**config.mk**
```make
export PLATFORM = sky130hd
export DESIGN_NAME = mv_result_packer
export DESIGN_NICKNAME = d
export VERILOG_FILES = /design/src/rtl/mv_pack_pkg.sv /design/src/rtl/mv_pack_fifo.sv /design/src/rtl/mv_result_packer.sv
export SDC_FILE = /design/constraint.sdc
export NUM_CORES = 2
export LEC_CHECK = 0
export ABC_CLOCK_PERIOD_IN_PS = 33000
export BUFFER_PORTS_ARGS = -buffer_cell sky130_fd_sc_hd__buf_2
export CORE_ASPECT_RATIO = 0.75
export CORE_MARGIN = 5
export CORE_UTILIZATION = 46
export DETAILED_ROUTE_END_ITERATION = 10
export GPL_ROUTABILITY_DRIVEN = 0
export PLACE_DENSITY = 0.72
export RECOVER_POWER = 50
export SYNTH_ARGS = -nofsm -noshare
export SYNTH_HDL_FRONTEND = slang
export SYNTH_SLANG_ARGS = --single-unit
```
**constraint.sdc**
```tcl
create_clock -name clk -period 33 [get_ports clk]
set_input_delay 9.9 -clock clk [delete_from_list [all_inputs] [get_ports clk]]
set_output_delay 9.9 -clock clk [all_outputs]
set_load 0.05 [all_outputs]
```
**src/rtl/mv_pack_pkg.sv**
```systemverilog
// Shared constants, FSM state type and lane-index sizing for the result packer.
package mv_pack_pkg;

    localparam int NUM_DEF = 16;
    localparam int DW_DEF  = 32;

    typedef enum logic [1:0] {
        IDLE,
        COLLECT,
        DRAIN
    } pack_state_t;

    function automatic int lane_idx_w(input int n);
        return (n > 1) ? $clog2(n) : 1;
    endfunction

    localparam int LANE_IDX_W = lane_idx_w(NUM_DEF);

endpackage

```
**src/rtl/mv_pack_fifo.sv**
```systemverilog
// Packed-word FIFO with fall-through read: the head entry is visible on rd_data
// the cycle after it is written. Writes into a full FIFO succeed only alongside a read.
module mv_pack_fifo #(
    parameter int WIDTH = 513,
    parameter int DEPTH = 4
) (
    input  logic                       clk,
    input  logic                       rst,
    input  logic                       wr_en,
    input  logic [WIDTH-1:0]           wr_data,
    input  logic                       rd_en,
    output logic [WIDTH-1:0]           rd_data,
    output logic                       full,
    output logic                       empty,
    output logic [$clog2(DEPTH):0]     free
);

    localparam int AW = $clog2(DEPTH);
    localparam int CW = AW + 1;

    logic [WIDTH-1:0] mem [DEPTH];
    logic [AW-1:0]    wr_ptr_reg;
    logic [AW-1:0]    rd_ptr_reg;
    logic [CW-1:0]    count_reg;
    logic [CW-1:0]    count_next;
    logic             wr_ok;
    logic             rd_ok;

    assign empty   = (count_reg == '0);
    assign full    = (count_reg == CW'(DEPTH));
    assign free    = CW'(DEPTH) - count_reg;
    assign rd_ok   = rd_en && !empty;
    assign wr_ok   = wr_en && (!full || rd_ok);
    assign rd_data = mem[rd_ptr_reg];

    always_comb begin
        count_next = count_reg;
        case ({wr_ok, rd_ok})
            2'b10:   count_next = count_reg + 1'b1;
            2'b01:   count_next = count_reg - 1'b1;
            default: count_next = count_reg;
        endcase
    end

    always_ff @(posedge clk) begin
        if (wr_ok) begin
            mem[wr_ptr_reg] <= wr_data;
        end
    end

    always_ff @(posedge clk) begin
        if (rst) begin
            wr_ptr_reg <= '0;
            rd_ptr_reg <= '0;
            count_reg  <= '0;
        end else begin
            if (wr_ok) wr_ptr_reg <= wr_ptr_reg + 1'b1;
            if (rd_ok) rd_ptr_reg <= rd_ptr_reg + 1'b1;
            count_reg <= count_next;
        end
    end

endmodule

```
**src/rtl/mv_result_packer.sv**
```systemverilog
// Packs scalar dot-product results NUM per word into a FIFO for writeback.
// Define MV_PACK_RELU_EN to zero every negative-signed scalar before packing.
module mv_result_packer
    import mv_pack_pkg::*;
#(
    parameter int NUM   = NUM_DEF,
    parameter int DW    = DW_DEF,
    parameter int DEPTH = 4,
    parameter int CNT_W = 16
) (
    input  logic                clk,
    input  logic                rst,
    input  logic                start,
    input  logic [CNT_W-1:0]    total_len,
    input  logic [DW-1:0]       in_data,
    input  logic                in_valid,
    output logic                in_room,
    output logic [NUM*DW-1:0]   out_data,
    output logic                out_valid,
    input  logic                out_ready,
    output logic                out_last,
    output logic                busy,
    output logic                done,
    output logic                err
);

    localparam int IW  = lane_idx_w(NUM);
    localparam int FCW = $clog2(DEPTH) + 1;

    pack_state_t            state_reg;
    logic [IW-1:0]          idx_reg;
    logic [CNT_W-1:0]       cnt_reg;
    logic [CNT_W-1:0]       len_reg;
    logic [NUM-1:0][DW-1:0] lanes_reg;
    logic                   err_reg;
    logic                   done_reg;
    logic                   busy_reg;

    logic [DW-1:0]          scalar;
    logic [CNT_W-1:0]       cnt_inc;
    logic                   final_scalar;
    logic                   word_done;
    logic                   collecting;
    logic                   push;
    logic                   pop;
    logic                   overflow;
    logic                   drained;
    logic [NUM-1:0][DW-1:0] push_word;
    logic [NUM*DW:0]        fifo_rd_word;
    logic                   fifo_full;
    logic                   fifo_empty;
    logic [FCW-1:0]         fifo_free;

`ifdef MV_PACK_RELU_EN
    assign scalar = in_data[DW-1] ? '0 : in_data;
`else
    assign scalar = in_data;
`endif

    assign cnt_inc      = cnt_reg + 1'b1;
    assign final_scalar = (cnt_inc == len_reg);
    assign word_done    = (idx_reg == IW'(NUM - 1)) || final_scalar;
    assign collecting   = (state_reg == COLLECT) && in_valid;
    assign push         = collecting && word_done;
    assign pop          = out_valid && out_ready;
    assign overflow     = push && fifo_full && !pop;
    // In DRAIN nothing is pushed, so the last pop empties the FIFO this edge.
    assign drained      = fifo_empty || ((fifo_free == FCW'(DEPTH - 1)) && pop);

    // Unused upper lanes are already zero because lanes_reg is cleared per word.
    for (genvar gi = 0; gi < NUM; gi++) begin : g_lane
        assign push_word[gi] = (idx_reg == IW'(gi)) ? scalar : lanes_reg[gi];
    end

    mv_pack_fifo #(
        .WIDTH (NUM*DW + 1),
        .DEPTH (DEPTH)
    ) u_fifo (
        .clk     (clk),
        .rst     (rst),
        .wr_en   (push),
        .wr_data ({final_scalar, push_word}),
        .rd_en   (pop),
        .rd_data (fifo_rd_word),
        .full    (fifo_full),
        .empty   (fifo_empty),
        .free    (fifo_free)
    );

    assign out_valid = !fifo_empty;
    assign out_data  = fifo_empty ? '0 : fifo_rd_word[NUM*DW-1:0];
    assign out_last  = !fifo_empty && fifo_rd_word[NUM*DW];
    assign in_room   = (fifo_free >= FCW'(2));
    assign busy      = busy_reg;
    assign done      = done_reg;
    assign err       = err_reg;

    always_ff @(posedge clk) begin
        if (rst) begin
            state_reg <= IDLE;
            idx_reg   <= '0;
            cnt_reg   <= '0;
            len_reg   <= '0;
            lanes_reg <= '0;
            err_reg   <= 1'b0;
            done_reg  <= 1'b0;
            busy_reg  <= 1'b0;
        end else begin
            done_reg <= 1'b0;
            if (overflow) err_reg <= 1'b1;
            case (state_reg)
                IDLE: begin
                    if (in_valid) err_reg <= 1'b1;
                    if (start) begin
                        len_reg   <= total_len;
                        idx_reg   <= '0;
                        cnt_reg   <= '0;
                        lanes_reg <= '0;
                        err_reg   <= 1'b0;
                        busy_reg  <= 1'b1;
                        state_reg <= (total_len == '0) ? DRAIN : COLLECT;
                    end
                end
                COLLECT: begin
                    if (in_valid) begin
                        cnt_reg <= cnt_inc;
                        if (word_done) begin
                            lanes_reg <= '0;
                            idx_reg   <= '0;
                        end else begin
                            lanes_reg[idx_reg] <= scalar;
                            idx_reg            <= idx_reg + 1'b1;
                        end
                        if (final_scalar) state_reg <= DRAIN;
                    end
                end
                DRAIN: begin
                    if (in_valid) err_reg <= 1'b1;
                    if (drained) begin
                        done_reg  <= 1'b1;
                        busy_reg  <= 1'b0;
                        state_reg <= IDLE;
                    end
                end
                default: state_reg <= IDLE;
            endcase
        end
    end

endmodule
```
Word-level counts from Yosys, hierarchy flattened
Memories as Yosys holds them, arrays and structs flattened. A register that Yosys moved wholly into a read port is not among the register bits.
Cells that the tools add are included.
Word-level totals
  register bits after elaboration: 560
  memory bits (writable): 2052
  bits of input ports: 53
  output and inout port bits: 518
  logic and storage cells: 142
  memories: 1
Memories
  u_fifo.mem: words 4, bits a word 513, read ports 1, clocked after memory_dff 1, wr ports 1, RTL line mv_pack_fifo.sv:21  | logic [WIDTH-1:0] mem [DEPTH];
Cells by class
  add/sub/neg operators: 7
  magnitude comparators: 3
  eq/ne operators: 26
  multiplexer cells: 50
  bitwise operators: 1
  reduce and logical (&&, ||, !) cells: 28
Operators by type and width (number)
  two-way mux 512 bit: 4
  case mux 512 bit (2 select lines): 1
  two-way mux 32 bit: 17
  bitwise mux 512 bit: 1
  demux 32 bit (select 4 bit): 1
  equality test 4 bit (second input constant): 8
  two-way mux 16 bit: 2
  case mux 16 bit (2 select lines): 1
  adder 16 x 1 -> 16 bit (second input constant): 1
  equality test 16 bit: 1
  equality test 4 x 3 -> 1 bit (second input constant): 4
  logical NOT 16 bit: 1
  two-way mux 2 bit: 7
  two-way mux 4 bit: 3
  logical AND 1 bit: 10
  equality test 4 x 2 -> 1 bit (second input constant): 2
  two-way mux 1 bit: 8
  != test 2 bit (second input constant): 4
  case mux 4 bit (2 select lines): 1
  case mux 2 bit (3 select lines): 1
  case mux 3 bit (2 select lines): 1
  AND reduction 3 bit: 2
  nonzero test 2 bit: 3
  < comparator 4 x 5 -> 1 bit (second input constant): 1
  22 further kinds: 30

Logic depth before layout (Yosys ltp)
  word-level depth: 10
  gate-level depth with buffers: 17
  gate-level depth less buffers: 14

Cells and area by module
A second synthesis with hierarchy kept.
Second synthesis, totals
  cell total of the unflattened synthesis: 5751
  area, all modules: 104267.5 um^2
By module, submodules not included
  mv_pack_fifo: times used 1, cells an instance 2743, area an instance 74640.3 um^2, sequential area each 61799.3 um^2
  mv_result_packer: times used 1, cells an instance 3008, area an instance 29627.2 um^2, sequential area each 11070.6 um^2

Worst setup path before layout
No wires, ideal clock.
  kind: input to register
  from: in out_ready
  to: mem u_fifo.mem[0][0], enable pin
  library setup time: 0.945 ns
  data arrival time: 22.080 ns
  required time: 32.055 ns
  setup slack: 9.975 ns
  stages on the path: 4
  path buffers: 0
  cells stage by stage: nor2b_1 > nand2b_1 > o211a_4 > and2_1
On the way
  longest elaborated chain between the ends: 6
Ends and longest elaborated chain
  start, declared: RTL line mv_result_packer.sv:20  | input logic out_ready,
  logical AND 1 bit: RTL line mv_result_packer.sv:65  | assign pop = out_valid && out_ready;
  logical AND 1 bit: RTL line mv_pack_fifo.sv:32  | assign rd_ok = rd_en && !empty;
  logical OR 1 bit: RTL line mv_pack_fifo.sv:33  | assign wr_ok = wr_en && (!full || rd_ok);
  logical AND 1 bit: RTL line mv_pack_fifo.sv:33
  two-way mux 1 bit: RTL line mv_pack_fifo.sv:46  | if (wr_ok) begin
  two-way mux 1 bit (implied by the code): RTL line mv_pack_fifo.sv:47  | mem[wr_ptr_reg] <= wr_data;
  end, declared: RTL line mv_pack_fifo.sv:21
Every way passes these cells.

Worst setup path after layout
  from: in in_valid
  to: mem u_fifo.mem[2][68], enable pin
On the way
  longest elaborated chain between the ends: 5
Ends and longest elaborated chain
  start, declared: RTL line mv_result_packer.sv:16  | input logic in_valid,
  logical AND 1 bit: RTL line mv_result_packer.sv:63  | assign collecting = (state_reg == COLLECT) && in_valid;
  logical AND 1 bit: RTL line mv_result_packer.sv:64  | assign push = collecting && word_done;
  logical AND 1 bit: RTL line mv_pack_fifo.sv:33
  two-way mux 1 bit: RTL line mv_pack_fifo.sv:46
  two-way mux 1 bit (implied by the code): RTL line mv_pack_fifo.sv:47
Every way passes these cells.

==> results.txt <==
- The flow ran to the end, but the final reports show violations.
- The final reports fail on capacitance limit, slew limit.
* Total power divided by cell area: 56.5 nW/µm²
- Final clock period utilization by the worst path: 62.4%
- Most common library cells after synthesis: 2052 x sky130_fd_sc_hd__edfxtp_1, 562 x sky130_fd_sc_hd__dfxtp_1, 521 x sky130_fd_sc_hd__and2_1
- In the final layout, the share of cells above drive strength 1 is 24.7%.
* Max-capacitance violation count: 51
- Among all flip-flop cells after synthesis, the most frequent one is sky130_fd_sc_hd__edfxtp_1.
- Internal power comes to 5180 µW.
- Most instantiated library cell after synthesis: sky130_fd_sc_hd__edfxtp_1
* Synth Warn #: 0
- Counting the buffers created by CTS gives 244.
* Total standard cell area after synthesis: 103000 µm²
- Cell row count: 150
- The number of gates resized after CTS was 0.
- Fraction of registers with async set/reset: 0%
- Synthesis produced a netlist with a net count of 5935.
* Initial antenna violation count: 37
- DR WL/cell: 30.1 µm
- Once layout is done, the placed cells without fillers occupy 117000 µm².
- TritonCTS clock tree: built
* Syn_area_per_cell: 17.5 µm²
- Cell area after placement: 109000 µm²
* Distinct cell type count of the synthesized netlist: 67
* Number of detailed-routing iterations run before antenna repair: 7
- CTS built an H-tree with a depth of 4.
* Final count of hold timing violations: 0
- The clock network accounts for 43.1% of the total power.
- Setup violations remaining at the end of the flow were counted as 0.
- Of the total power, registers draw 53.4%.
- In this run the post-CTS setup repair buffer count came out at 0.
- Floorplan Core Area: 223000 µm²
- Count of buffers from port buffering: 570
* Largest cells by area after synthesis: sky130_fd_sc_hd__edfxtp_1 60%, sky130_fd_sc_hd__mux4_2 11%, sky130_fd_sc_hd__dfxtp_1 11%
- The die is 420 µm tall.
- The analysis attributes to cell leakage a power of 0.0416 µW.
* Hold endpoint: lanes_reg[505]
- Clock-pin slew of the registers on the worst-case setup and hold paths: 0.06 ns
- Clock skew on the completed layout was measured at 0.0819 ns.
- Number of routed nets with antenna violations: 0
- Global routing usage summed across all routing layers: 24.0%
- The final layout contains routed wiring with a total length of 287000 µm.
- Worst-path fanout max: 138
- Setup slack, reg-to-reg: 19.19 ns
- Post-route core utilization: 52.4%
* Unrepaired setup endpoints after global routing: no
- Path type of the worst min-delay path: reg2reg
- Cell depth of the worst flop-to-flop path: 9
- Transition time at the pin with the least slew margin: 9.13 ns
* Die W: 556 µm
- For this run, the register share of the synthesized area comes to 70.8%.
* Area Overhead vs Synth: 13.4%
- Pin placement for this block handled 571 I/O pins.
- The clock reaches the later pin of the worst-skew pair after 0.92 ns.
- Vias in the first global route: 56400
- Final worst-path setup slack: 12.39 ns
- The clock passes through at most 4 buffers.
- Crit Reg-Reg Endpoint: u_fifo.mem[2][68]
- The synthesized design contains 2614 register bits.
* Iteration-0 DRC count of the detailed router: 7344
- Largest net degree at the start of global routing: 210
* F_max: 0.0485 GHz
* DRC viols: 0
* Buffer cell driving the clock tree root: sky130_fd_sc_hd__clkbuf_16
- The register with the most flip-flops in the layout has 2052 of them.
* Final worst path period need: 20.61 ns
- The die covers 233000 µm².
* Number of hold buffers added after CTS: 0
* Ratio of routed vias to standard cells: 6.00
- Wire segments on met3 add up to 30600 µm in the final route.
* Cell type with the highest aggregate area in the netlist: sky130_fd_sc_hd__edfxtp_1
- Startpoint of the most critical register-to-register path: cnt_reg[6]
- The tree built by TritonCTS fans out to 2614 sinks.
* Placed wire-length estimate after detailed placement: 174000 µm
- The worst setup path is of the in2reg kind.
- For this design the total switching power over the nets is 1420 µW.
- Combinational cells account for 3.5% of the total power.
* Worst ir drop on vdd: 0.0479 mV
* Wire length on met1: 118000 µm
* Effective utilization at floorplan: 46.2%
* Synthesized instance count: 5866
- The worst hold path begins at lanes_reg[505].
- STA puts the critical path data required time at 33.52 ns.
* Area share of the largest cell type after synthesis: 59.9%
- In this run the tightest slew margin relative to its limit is -509%.
- OpenSTA, run right after detailed placement, puts the worst setup slack at 17.55 ns.
* First-pass GRT wire length: 408000 µm
* Endpoint type of the worst setup path: register
- For this run the aggregate overflow at the end of global routing stands at 0.
- STA classifies the critical path startpoint as an input pin.
* Sw frac: 21.5%
- Counting flops with a built-in enable in the synthesized netlist gives 2052.
- Counting instances, the worst hold path has a depth of 1.
- Highest layer used for signal routing: met5
- Post-layout nets: 6432
- In the final timing run, aggregate negative setup slack is 0 ns.
- The final route contains 57300 vias.
* Max-slew violation total from the final report: 1344
- Data arrives at the worst endpoint at 21.12 ns.
- Met2 WL post-DR: 131000 µm
[power groups by stage]
stage,combinational (µW),sequential [µW],clock [µW]
3_5_place_dp,231,3600,0
5_1_grt,237,3520,3030
6_report,229,3520,2850
4_1_cts,231,3520,2880
3_3_place_gp,228,3590,0
2_1_floorplan,134,3600,0
[cells by family (layout without fill, tap and decap cells)]
logic type | Yosys count | after routing | synth area share (%)
other | 0 | 11 | 0
buffers and inverters | 533 | 1238 | 2.33
adders and majority gates | 16 | 16 | 0.202
and+or+nand+nor | 1207 | 1207 | 6.18
xor gates and xnor gates | 24 | 24 | 0.204
AOI/OAI and AO/OA | 572 | 572 | 4.82
DFF | 2614 | 2614 | 70.8
muxes | 900 | 900 | 15.5
[through the flow]
step,power [µW],instances,hold slack [ns]
global route,6790,9536,0.482
CTS,6640,9535,0.474
global placement,3820,9081,0.456
detailed placement,3830,9081,0.459
finish,6600,9546,0.470
floorplan,3730,5866,0.443
[worst max-delay path by stage]
stage | startpoint | end | slack [ns] | cells after the start
floorplan | out_ready | u_fifo.mem[0][0] | 9.97 | 4
global placement | in_valid | u_fifo.mem[0][67] | 17.61 | 8
detailed placement | in_valid | u_fifo.mem[0][67] | 17.55 | 8
CTS | register | out_data[398] | 17.28 | 6
global route | in_valid | u_fifo.mem[2][390] | 11.66 | 6
finish | in_valid | u_fifo.mem[2][68] | 12.39 | 6
[placed cells by master (no fill, tap or decap), types with 21 or more instances in the layout]
cell type	count
sky130_fd_sc_hd__clkbuf_8	33
sky130_fd_sc_hd__edfxtp_1	2052
sky130_fd_sc_hd__nor2_4	21
sky130_fd_sc_hd__clkinv_2	48
sky130_fd_sc_hd__mux4_2	513
sky130_fd_sc_hd__inv_1	76
sky130_fd_sc_hd__dfxtp_1	560
sky130_fd_sc_hd__mux2_1	384
sky130_fd_sc_hd__nor2_1	40
sky130_fd_sc_hd__and2_1	518
sky130_fd_sc_hd__clkbuf_16	247
sky130_fd_sc_hd__nand2_1	484
sky130_fd_sc_hd__bufinv_16	21
sky130_fd_sc_hd__o32ai_1	64
sky130_fd_sc_hd__a21oi_1	35
sky130_fd_sc_hd__buf_2	553
sky130_fd_sc_hd__buf_4	95
sky130_fd_sc_hd__clkbuf_1	104
sky130_fd_sc_hd__a22o_1	416
sky130_fd_sc_hd__clkinv_1	27
sky130_fd_sc_hd__nor3b_1	32
[worst max-delay path: stages]
cell	delay (ns)
sky130_fd_sc_hd__clkbuf_1	0.15
sky130_fd_sc_hd__and2_0	0.87
sky130_fd_sc_hd__o211a_1	0.42
sky130_fd_sc_hd__and2_0	1.66
sky130_fd_sc_hd__clkbuf_1	6.31
sky130_fd_sc_hd__buf_4	1.36
[final cells by class]
cell class	count	area (µm²)
well taps	2964	3710
diodes	11	27.5
clock inverters	117	1270
repair buffers	704	3820
fillers	17500	106000
multi-input cells	2719	27900
clock buffers	337	6850
flip-flops and latches	2614	72900
inverters	80	308
[layer usage]
layer  vias up  track usage [%]
li1      23800                -
met1     29900             35.4
met2      3159             36.7
met3       421             5.55
met4         2             5.71
met5         -                0
No activity file was read; power rests on OpenSTA's default activity.
